**config.mk**
```make
export PLATFORM = sky130hd
export DESIGN_NAME = cache_lookup_fill_flat
export DESIGN_NICKNAME = d
export VERILOG_FILES = /design/src/rtl/cache_lookup_fill_pkg.sv /design/src/rtl/cache_lookup_fill_if.sv /design/src/rtl/cache_lookup_fill_assembler.sv /design/src/rtl/cache_lookup_fill.sv /design/src/flat_wrapper.sv
export SDC_FILE = /design/constraint.sdc
export NUM_CORES = 1
export LEC_CHECK = 0
export CELL_PAD_IN_SITES_DETAIL_PLACEMENT = 0
export CELL_PAD_IN_SITES_GLOBAL_PLACEMENT = 1
export CORE_MARGIN = 1.5
export CORE_UTILIZATION = 40
export CTS_CLUSTER_DIAMETER = 50
export CTS_CLUSTER_SIZE = 10
export DETAILED_ROUTE_END_ITERATION = 12
export GPL_TIMING_DRIVEN = 1
export PLACE_DENSITY_LB_ADDON = 0.1
export REMOVE_ABC_BUFFERS = 1
export SLEW_MARGIN = 20
export SYNTH_ARGS = -nofsm -noshare
export SYNTH_HDL_FRONTEND = slang
export SYNTH_SLANG_ARGS = --single-unit
```
**constraint.sdc**
```tcl
create_clock -name clk -period 8.05 [get_ports clk]
set_input_delay 1.61 -clock clk [delete_from_list [all_inputs] [get_ports clk]]
set_output_delay 1.61 -clock clk [all_outputs]
set_load 0.1 [all_outputs]
```
**src/rtl/cache_lookup_fill_pkg.sv**
```systemverilog
// Shared geometry, FSM encoding and RAM line layout for the cache lookup/fill controller.
package cache_lookup_fill_pkg;

    localparam int unsigned ADDR_W     = 32;
    localparam int unsigned TAG_W      = 20;
    localparam int unsigned INDEX_W    = 8;
    localparam int unsigned LINE_W     = 128;
    localparam int unsigned BEAT_W     = 32;
    localparam int unsigned BEATS      = 4;
    localparam int unsigned BEAT_CNT_W = 2;
    localparam int unsigned INDEXES    = 256;
    localparam int unsigned RAM_Q_W    = TAG_W + LINE_W;

    typedef enum logic [1:0] {
        ST_IDLE   = 2'd0,
        ST_LOOKUP = 2'd1,
        ST_FILL   = 2'd2,
        ST_WRITE  = 2'd3
    } state_t;

    // Layout of one data RAM word as returned on ram_q.
    typedef struct packed {
        logic [TAG_W-1:0]  tag;
        logic [LINE_W-1:0] data;
    } ram_line_t;

    function automatic logic [TAG_W-1:0] addr_tag(input logic [ADDR_W-1:0] a);
        return a[31:12];
    endfunction

    function automatic logic [INDEX_W-1:0] addr_index(input logic [ADDR_W-1:0] a);
        return a[11:4];
    endfunction

endpackage

```
**src/rtl/cache_lookup_fill_if.sv**
```systemverilog
// Line read request channel between a requester and the lookup/fill controller.
interface cache_lookup_fill_if;
    import cache_lookup_fill_pkg::*;

    logic              req_do;
    logic [ADDR_W-1:0] req_address;
    logic              req_ready;
    logic              req_done;
    logic [LINE_W-1:0] req_data;

    modport master (
        output req_do,
        output req_address,
        input  req_ready,
        input  req_done,
        input  req_data
    );

    modport slave (
        input  req_do,
        input  req_address,
        output req_ready,
        output req_done,
        output req_data
    );

endinterface

```
**src/rtl/cache_lookup_fill_assembler.sv**
```systemverilog
// Collects four 32-bit fill beats, dword 0 first, into one 128-bit line.
module cache_lookup_fill_assembler
    import cache_lookup_fill_pkg::*;
(
    input  logic              clk,
    input  logic              rst_n,
    input  logic              clear,
    input  logic              beat_valid,
    input  logic [BEAT_W-1:0] beat_data,
    output logic [LINE_W-1:0] line,
    output logic              last_c
);

    logic [BEAT_CNT_W-1:0] beat_q;

    assign last_c = beat_valid && (beat_q == BEAT_CNT_W'(BEATS - 1));

    always_ff @(posedge clk or negedge rst_n) begin
        if (!rst_n) begin
            beat_q <= '0;
            line   <= '0;
        end else if (clear) begin
            beat_q <= '0;
        end else if (beat_valid) begin
            line[beat_q*BEAT_W +: BEAT_W] <= beat_data;
            beat_q                        <= beat_q + BEAT_CNT_W'(1);
        end
    end

endmodule

```
**src/rtl/cache_lookup_fill.sv**
```systemverilog
// Lookup and line-fill controller for cache_data_ram; owns the per-index valid bits.
module cache_lookup_fill
    import cache_lookup_fill_pkg::*;
(
    input  logic                      clk,
    input  logic                      rst_n,
    cache_lookup_fill_if.slave        req,
    input  logic                      invalidate_do,
    output logic [ADDR_W-1:0]         ram_address,
    output logic                      ram_read_do,
    input  logic [RAM_Q_W-1:0]        ram_q,
    output logic                      ram_write_do,
    output logic [LINE_W-1:0]         ram_data,
    output logic                      mem_read_do,
    output logic [ADDR_W-1:0]         mem_address,
    input  logic                      mem_read_valid,
    input  logic [BEAT_W-1:0]         mem_read_data
);

    state_t             state_q, state_d;
    logic [ADDR_W-1:0]  addr_q;
    logic [INDEXES-1:0] valid_q;
    logic               poison_q;
    logic [LINE_W-1:0]  fill_line;
    logic               fill_last;
    logic               hit;
    ram_line_t          ram_line;
    logic [INDEX_W-1:0] addr_idx;

    assign ram_line    = ram_line_t'(ram_q);
    assign addr_idx    = addr_index(addr_q);
    assign hit         = (ram_line.tag == addr_tag(addr_q)) && valid_q[addr_idx];
    assign mem_address = {addr_q[ADDR_W-1:4], 4'b0000};
    assign ram_data    = fill_line;

    cache_lookup_fill_assembler u_assembler (
        .clk        (clk),
        .rst_n      (rst_n),
        .clear      (state_q == ST_LOOKUP),
        .beat_valid (mem_read_valid && (state_q == ST_FILL)),
        .beat_data  (mem_read_data),
        .line       (fill_line),
        .last_c     (fill_last)
    );

    always_ff @(posedge clk or negedge rst_n) begin
        if (!rst_n) state_q <= ST_IDLE;
        else        state_q <= state_d;
    end

    // Next state and strobes; RAM address follows the request while idle so the read starts at accept.
    always_comb begin
        state_d       = state_q;
        req.req_ready = 1'b0;
        req.req_done  = 1'b0;
        req.req_data  = '0;
        ram_address   = addr_q;
        ram_read_do   = 1'b0;
        ram_write_do  = 1'b0;
        mem_read_do   = 1'b0;
        unique case (state_q)
            ST_IDLE: begin
                req.req_ready = 1'b1;
                ram_address   = req.req_address;
                if (req.req_do) begin
                    ram_read_do = 1'b1;
                    state_d     = ST_LOOKUP;
                end
            end
            ST_LOOKUP: begin
                if (hit) begin
                    req.req_done = 1'b1;
                    req.req_data = ram_line.data;
                    state_d      = ST_IDLE;
                end else begin
                    mem_read_do = 1'b1;
                    state_d     = ST_FILL;
                end
            end
            ST_FILL: begin
                if (fill_last) state_d = ST_WRITE;
            end
            ST_WRITE: begin
                ram_write_do = 1'b1;
                req.req_done = 1'b1;
                req.req_data = fill_line;
                state_d      = ST_IDLE;
            end
            default: state_d = ST_IDLE;
        endcase
    end

    // Request address, valid bits and poison; an invalidate always beats a same-cycle valid set.
    always_ff @(posedge clk or negedge rst_n) begin
        if (!rst_n) begin
            addr_q   <= '0;
            valid_q  <= '0;
            poison_q <= 1'b0;
        end else begin
            if ((state_q == ST_IDLE) && req.req_do) addr_q <= req.req_address;

            if (invalidate_do)
                valid_q <= '0;
            else if ((state_q == ST_WRITE) && !poison_q)
                valid_q[addr_idx] <= 1'b1;

            if (state_d == ST_IDLE)
                poison_q <= 1'b0;
            else if (invalidate_do && ((state_q == ST_FILL) || (state_q == ST_WRITE)))
                poison_q <= 1'b1;
        end
    end

endmodule

```
**src/flat_wrapper.sv**
```systemverilog
// flat-port wrapper written by rule: the top's interface ports become plain ports
module cache_lookup_fill_flat import cache_lookup_fill_pkg::*;
  (clk, rst_n, invalidate_do, ram_address, ram_read_do, ram_q, ram_write_do, ram_data, mem_read_do, mem_address, mem_read_valid, mem_read_data, req_req_do, req_req_address, req_req_ready, req_req_done, req_req_data);
  cache_lookup_fill_if req_i ();
  input  logic clk;
  input  logic rst_n;
  input  logic invalidate_do;
  output logic [ADDR_W-1:0] ram_address;
  output logic ram_read_do;
  input  logic [RAM_Q_W-1:0] ram_q;
  output logic ram_write_do;
  output logic [LINE_W-1:0] ram_data;
  output logic mem_read_do;
  output logic [ADDR_W-1:0] mem_address;
  input  logic mem_read_valid;
  input  logic [BEAT_W-1:0] mem_read_data;
  input wire logic [$bits(req_i.req_do)-1:0] req_req_do;
  input wire logic [$bits(req_i.req_address)-1:0] req_req_address;
  output wire logic [$bits(req_i.req_ready)-1:0] req_req_ready;
  output wire logic [$bits(req_i.req_done)-1:0] req_req_done;
  output wire logic [$bits(req_i.req_data)-1:0] req_req_data;
  assign req_i.req_do = req_req_do;
  assign req_i.req_address = req_req_address;
  assign req_req_ready = req_i.req_ready;
  assign req_req_done = req_i.req_done;
  assign req_req_data = req_i.req_data;
  cache_lookup_fill u_core (.clk(clk), .rst_n(rst_n), .req(req_i), .invalidate_do(invalidate_do), .ram_address(ram_address), .ram_read_do(ram_read_do), .ram_q(ram_q), .ram_write_do(ram_write_do), .ram_data(ram_data), .mem_read_do(mem_read_do), .mem_address(mem_address), .mem_read_valid(mem_read_valid), .mem_read_data(mem_read_data));
endmodule
```
# Word-level counts from Yosys, hierarchy flattened
# Cells that the tools add are included.
[word_totals]
register_bits = 421
in_bits = 217
output_inout_bits = 325
elab_cells = 60
[classes]
addsub = 2
magnitude_cmp = 2
n_eq_ne = 5
shift = 2
n_mux = 26
bitwise_logic = 2
n_reduce_logical = 15
[ops]
columns = ["cell", "count"]
rows = [
  ["2-to-1 mux 256 bit", 2],
  ["OR 256 bit", 1],
  ["one-hot mux 128 bit (2 select lines)", 1],
  ["bitwise mux 128 bit", 1],
  ["2-to-1 mux 128 bit", 1],
  ["variable shift 32 x 34 -> 128 bit (first input constant)", 1],
  ["variable part select 32 x 34 -> 128 bit", 1],
  ["negation 7 -> 34 bit", 1],
  ["2-to-1 mux 32 bit", 1],
  ["equality test 20 bit", 1],
  ["2-to-1 mux 1 bit", 11],
  ["2-to-1 mux 2 bit", 5],
  ["less-than comparator 8 x 9 -> 1 bit (second input constant)", 1],
  ["binary-select mux 1 bit (select 8 bit)", 1],
  ["demux 1 bit (select 8 bit)", 1],
  [">= comparator 8 x 1 -> 1 bit (second input constant)", 1],
  ["one-hot mux 2 bit (4 select lines)", 1],
  ["logical AND 1 bit", 7],
  ["equality test 2 bit (second input constant)", 3],
  ["nonzero test 2 bit", 3],
  ["zero test 2 bit", 2],
  ["adder 2 x 1 -> 2 bit (second input constant)", 1],
  ["equality test 2 x 1 -> 1 bit (second input constant)", 1],
  ["one-hot mux 1 bit (2 select lines)", 1],
  ["4 further kinds", 4],
]

# Longest topological paths before layout
[logic_depth]
word_depth = 7
ltp_mapped = 14
depth_no_buf = 7

# Hierarchy
# From an unflattened synthesis, not the netlist that was laid out.
[hier_totals]
hier_cells = 1903
area_unflattened_um2 = 21381.8
[modules_own_cells]
columns = ["module", "instances", "cells_each", "area_per_inst_um2", "seq_area_each_um2"]
rows = [
  ["cache_lookup_fill", 1, 1403, 14878.0, 7282.0],
  ["cache_lookup_fill_assembler", 1, 500, 6503.7, 3253.1],
]

# Least setup slack after synthesis
# OpenSTA, ideal clock, no wires.
[synth_path]
path_kind = "reg2out"
from = "reg u_core.state_q[0]"
to = "out ram_address[11]"
t_arrival_ns = 3.715
t_required_ns = 6.440
setup_slack_ns = 2.725
stages_incl_launch_ff = 5
path_buffers = 2
cell_sequence = "dfrtp_1 -> clkbuf_1 -> nor2_1 -> clkbuf_1 -> o21ai_0"
[synth_between]
elab_chain_len = 2
[synth_rtl]
columns = ["item", "line_no", "text"]
rows = [
  ["start: declaration", "cache_lookup_fill.sv:20", "state_t state_q, state_d;"],
  ["start signal: assignment", "cache_lookup_fill.sv:48", "else state_q <= state_d;"],
  ["zero test 2 bit", "cache_lookup_fill.sv:61", "unique case (state_q)"],
  ["2-to-1 mux 32 bit", "cache_lookup_fill.sv:61", ""],
  ["end: declaration", "flat_wrapper.sv:8", "output logic [ADDR_W-1:0] ram_address;"],
]
# No other way between the ends.

# Worst setup path in the final report
[layout_path]
from = "reg u_core.addr_q[4]"
to = "out req_req_data[44]"
[layout_between]
elab_chain_len = 5
[layout_rtl]
columns = ["item", "line_no", "text"]
rows = [
  ["start: declaration", "cache_lookup_fill.sv:21", "logic [ADDR_W-1:0] addr_q;"],
  ["start signal: assignment", "cache_lookup_fill.sv:100", "if ((state_q == ST_IDLE) && req.req_do) addr_q <= req.req_address;"],
  ["binary-select mux 1 bit (select 8 bit)", "cache_lookup_fill.sv:32", "assign hit = (ram_line.tag == addr_tag(addr_q)) && valid_q[addr_idx];"],
  ["2-to-1 mux 1 bit (implied by the code)", "cache_lookup_fill.sv:32", ""],
  ["logical AND 1 bit", "cache_lookup_fill.sv:32", ""],
  ["2-to-1 mux 128 bit", "cache_lookup_fill.sv:71", "if (hit) begin"],
  ["one-hot mux 128 bit (2 select lines)", "cache_lookup_fill.sv:61", ""],
  ["end: declaration", "flat_wrapper.sv:21", "output wire logic [$bits(req_i.req_data)-1:0] req_req_data;"],
]
# No other way between the ends. The select of a mux whose other input is x is not followed.

==> results.sh <==
export IMPL_outcome="complete, no violations"
export IMPL_cp_end_kind="output port"
export IMPL_drive_gt1_frac=0.159
export IMPL_switching_share=0.535
export IMPL_die_height_um=227
export IMPL_postRouteAntennaNets=0
export IMPL_fin_util=0.551
export IMPL_drt_wl_total_mm=86.3
export IMPL_internal_power_mw=5.23
export IMPL_synth_largest_area_cell="dfrtp_1"
export IMPL_syn_cell_area_sq_um=20000
export IMPL_p_leak_nw=11.8
export IMPL_rows=81
export IMPL_fillers=4336
export IMPL_rsz0062_at_grt="no"
export IMPL_antenna_found_initial=15
export IMPL_viasPerCell=5.72
export IMPL_dieArea_sq_um=51500
export IMPL_setup_worst_path_start_class="register"
export IMPL_setup_worst_path_start="u_core.addr_q[4]"
export IMPL_io_buffers=537
export IMPL_post_cts_setup_buffers=0
export IMPL_root_buffer="clkbuf_16"
export IMPL_synth_seq_cells=421
export IMPL_synth_top_area_frac=0.526
export IMPL_hold_path_class="register to register"
export IMPL_clk_pin_slew_ns=0.06
export IMPL_overflow=0
export IMPL_slew_headroom=0.183
export IMPL_synthTopCellsByArea="dfrtp_1, mux4_2, a21oi_1"
export IMPL_ys_flop_type="dfrtp_1"
export IMPL_cts_made_buffers=53
export IMPL_grt_pass1_vias=17194
export IMPL_yosysSeqAreaShare=0.526
export IMPL_die_width_um=227
export IMPL_power_mw=11.2
export IMPL_critPathMaxFanout=128
export IMPL_worstHoldStart="u_core.valid_q[138]"
export IMPL_clock_latency_ns=0.59
export IMPL_avgSynthCellArea_sq_um=10.0
export IMPL_critPathKind="register to output port"
export IMPL_drv_slew=0
export IMPL_synth_edff_count=0
export IMPL_syn2layout_area_growth_pct=35.2
export IMPL_fin_skew_ns=0.0153
export IMPL_nets=2662
export IMPL_max_slew_worst_pin_slew_ns=1.22
export IMPL_grt_max_degree=181
export IMPL_first_pass_iters=5
export IMPL_drc=0
export IMPL_ys_types=52
export IMPL_core_sq_um=49200
export IMPL_max_freq_ghz=0.150
export IMPL_clk_path_buf_depth=3
export IMPL_arrival_ns=5.04
export IMPL_ys_async_sr_fraction=1.00
export IMPL_power_switching_mw=6.01
export IMPL_drt_iter0_markers=1604
export IMPL_post_route_period_util=0.826
export IMPL_cts_tree="yes"
export IMPL_cts_sinks=421
export IMPL_dp_hpwl_mm=60.5
export IMPL_place_congestion=0.975
export IMPL_ys_warnings_count=0
export IMPL_hold_viol=0
export IMPL_place_area_sq_um=25400
export IMPL_vdd_ir_drop_max_mv=0.289
export IMPL_holdBufCountCts=0
export IMPL_finalSetupViolations=0
export IMPL_p_comb_frac=0.525
export IMPL_max_cap_violations=0
export IMPL_layout_common_cells="dfrtp_1, clkdlybuf4s50_1, nand2_1"
export IMPL_post_drt_wl_per_cell_um=27.6
export IMPL_power_density_nw_per_um2=414
export IMPL_required_ns=6.44
export IMPL_design_area_sq_um=27100
export IMPL_synthCells=2003
export IMPL_htree_levels=2
export IMPL_cts_resized_gates=0
export IMPL_r2r_start="u_core.addr_q[4]"
export IMPL_grt_total_usage=0.331
export IMPL_vias=17919
export IMPL_p_seq_frac=0.269
export IMPL_layout_commonest_cell="dfrtp_1"
export IMPL_ios=542
export IMPL_min_period_ns=6.65
export IMPL_grt_pass1_wl_mm=123
export IMPL_initial_core_util=0.408
export IMPL_p_clk_frac=0.206
==> critical path, stage by stage, from the launching register on <==
cell      delay, ns
dfrtp_2        0.84
buf_4          0.51
mux4_2         0.56
mux4_2         0.49
a2111o_1       0.43
o211ai_1       0.09
and4b_1        0.36
nor4_4         0.07
buf_12         0.24
a22o_1         0.37
buf_4          0.25
==> registers in the layout, indices dropped and copies added (netlist names) <==
signal,flops
u_core.addr_q,32
u_core.poison_q,1
u_core.state_q,2
u_core.u_assembler.beat_q,2
u_core.u_assembler.line,128
u_core.valid_q,256
==> synth_stat cells (all sizes together) (4+ instances only) <==
cell type,number
xnor2,12
mux2i,30
nand2b,9
a21oi,255
inv,9
nor2b,6
and3,5
mux2,58
nand2,291
nor2,281
ha,5
nor4,6
a22oi,4
a22o,132
nor3,24
o21ai,139
mux4,59
a31oi,7
clkbuf,130
nand4,5
dfrtp,421
xor2,8
nand3,5
and2,5
buf,70
==> per-layer routing <==
layer | up-vias | track usage | share of wire | wire [um]
met1 | 9164 | 0.462 | 0.43 | 36900
met2 | 736 | 0.497 | 0.45 | 39200
met5 | - | 0.00391 | 0.0017 | 148
met4 | 22 | 0.105 | 0.029 | 2520
li1 | 7839 | - | - | -
met3 | 158 | 0.0915 | 0.089 | 7640
==> per-stage QoR <==
step | TNS [ns] | setup slack (ns) | std cells | hold WS (ns)
global placement | 0 | 1.71 | 3047 | 0.470
CTS | 0 | 1.37 | 3126 | 0.490
global route | 0 | 1.26 | 3128 | 0.507
floorplan | -578.32 | -4.52 | 1806 | 0.457
finish | 0 | 1.40 | 3130 | 0.488
detailed placement | 0 | 1.84 | 3048 | 0.477
==> cells by family after synthesis <==
| family | synth area share |
|---|---|
| and+or+nand+nor | 0.129 |
| AOI/OAI and AO/OA | 0.167 |
| DFF | 0.526 |
| buffers and inverters | 0.0524 |
| muxes | 0.114 |
| xor gates and xnor gates | 0.00874 |
| adders and majority gates | 0.00312 |
| other | 0.000187 |
==> worst paths after layout <==
path | endpoint | cells past startpoint | slack (ns)
max | req_req_data[44] | 10 | 1.40
min reg2reg | u_core.valid_q[138] | 2 | 0.49
min in group asynchronous | u_core.valid_q[192] | 1 | 1.09
min | u_core.valid_q[138] | 2 | 0.49
max reg2reg | u_core.state_q[1] | 8 | 4.27
max in group asynchronous | u_core.u_assembler.line[63] | 2 | 5.27
==> power by group through the flow <==
stage	sequential (mW)	combinational, mW	clock, mW
after global placement	3.05	5.84	0
after global routing	3.05	6.09	2.44
final	3.02	5.90	2.32
after floorplan	4.82	2.15	0
after detailed placement	3.05	5.88	0
after CTS	3.01	5.89	2.36
==> final cells by class <==
cell class              instances  area (sq um)  share of cell area
well taps                     664           831              0.0307
diodes                          3          7.51            0.000277
repair buffers                579          5420               0.200
inverters                      10          37.5             0.00139
clock buffers                  66          1460              0.0538
flip-flops and latches        421         10500               0.389
multi-input cells            1375          8600               0.317
clock inverters                12           198             0.00729
No activity file was read; power rests on OpenSTA's default activity.
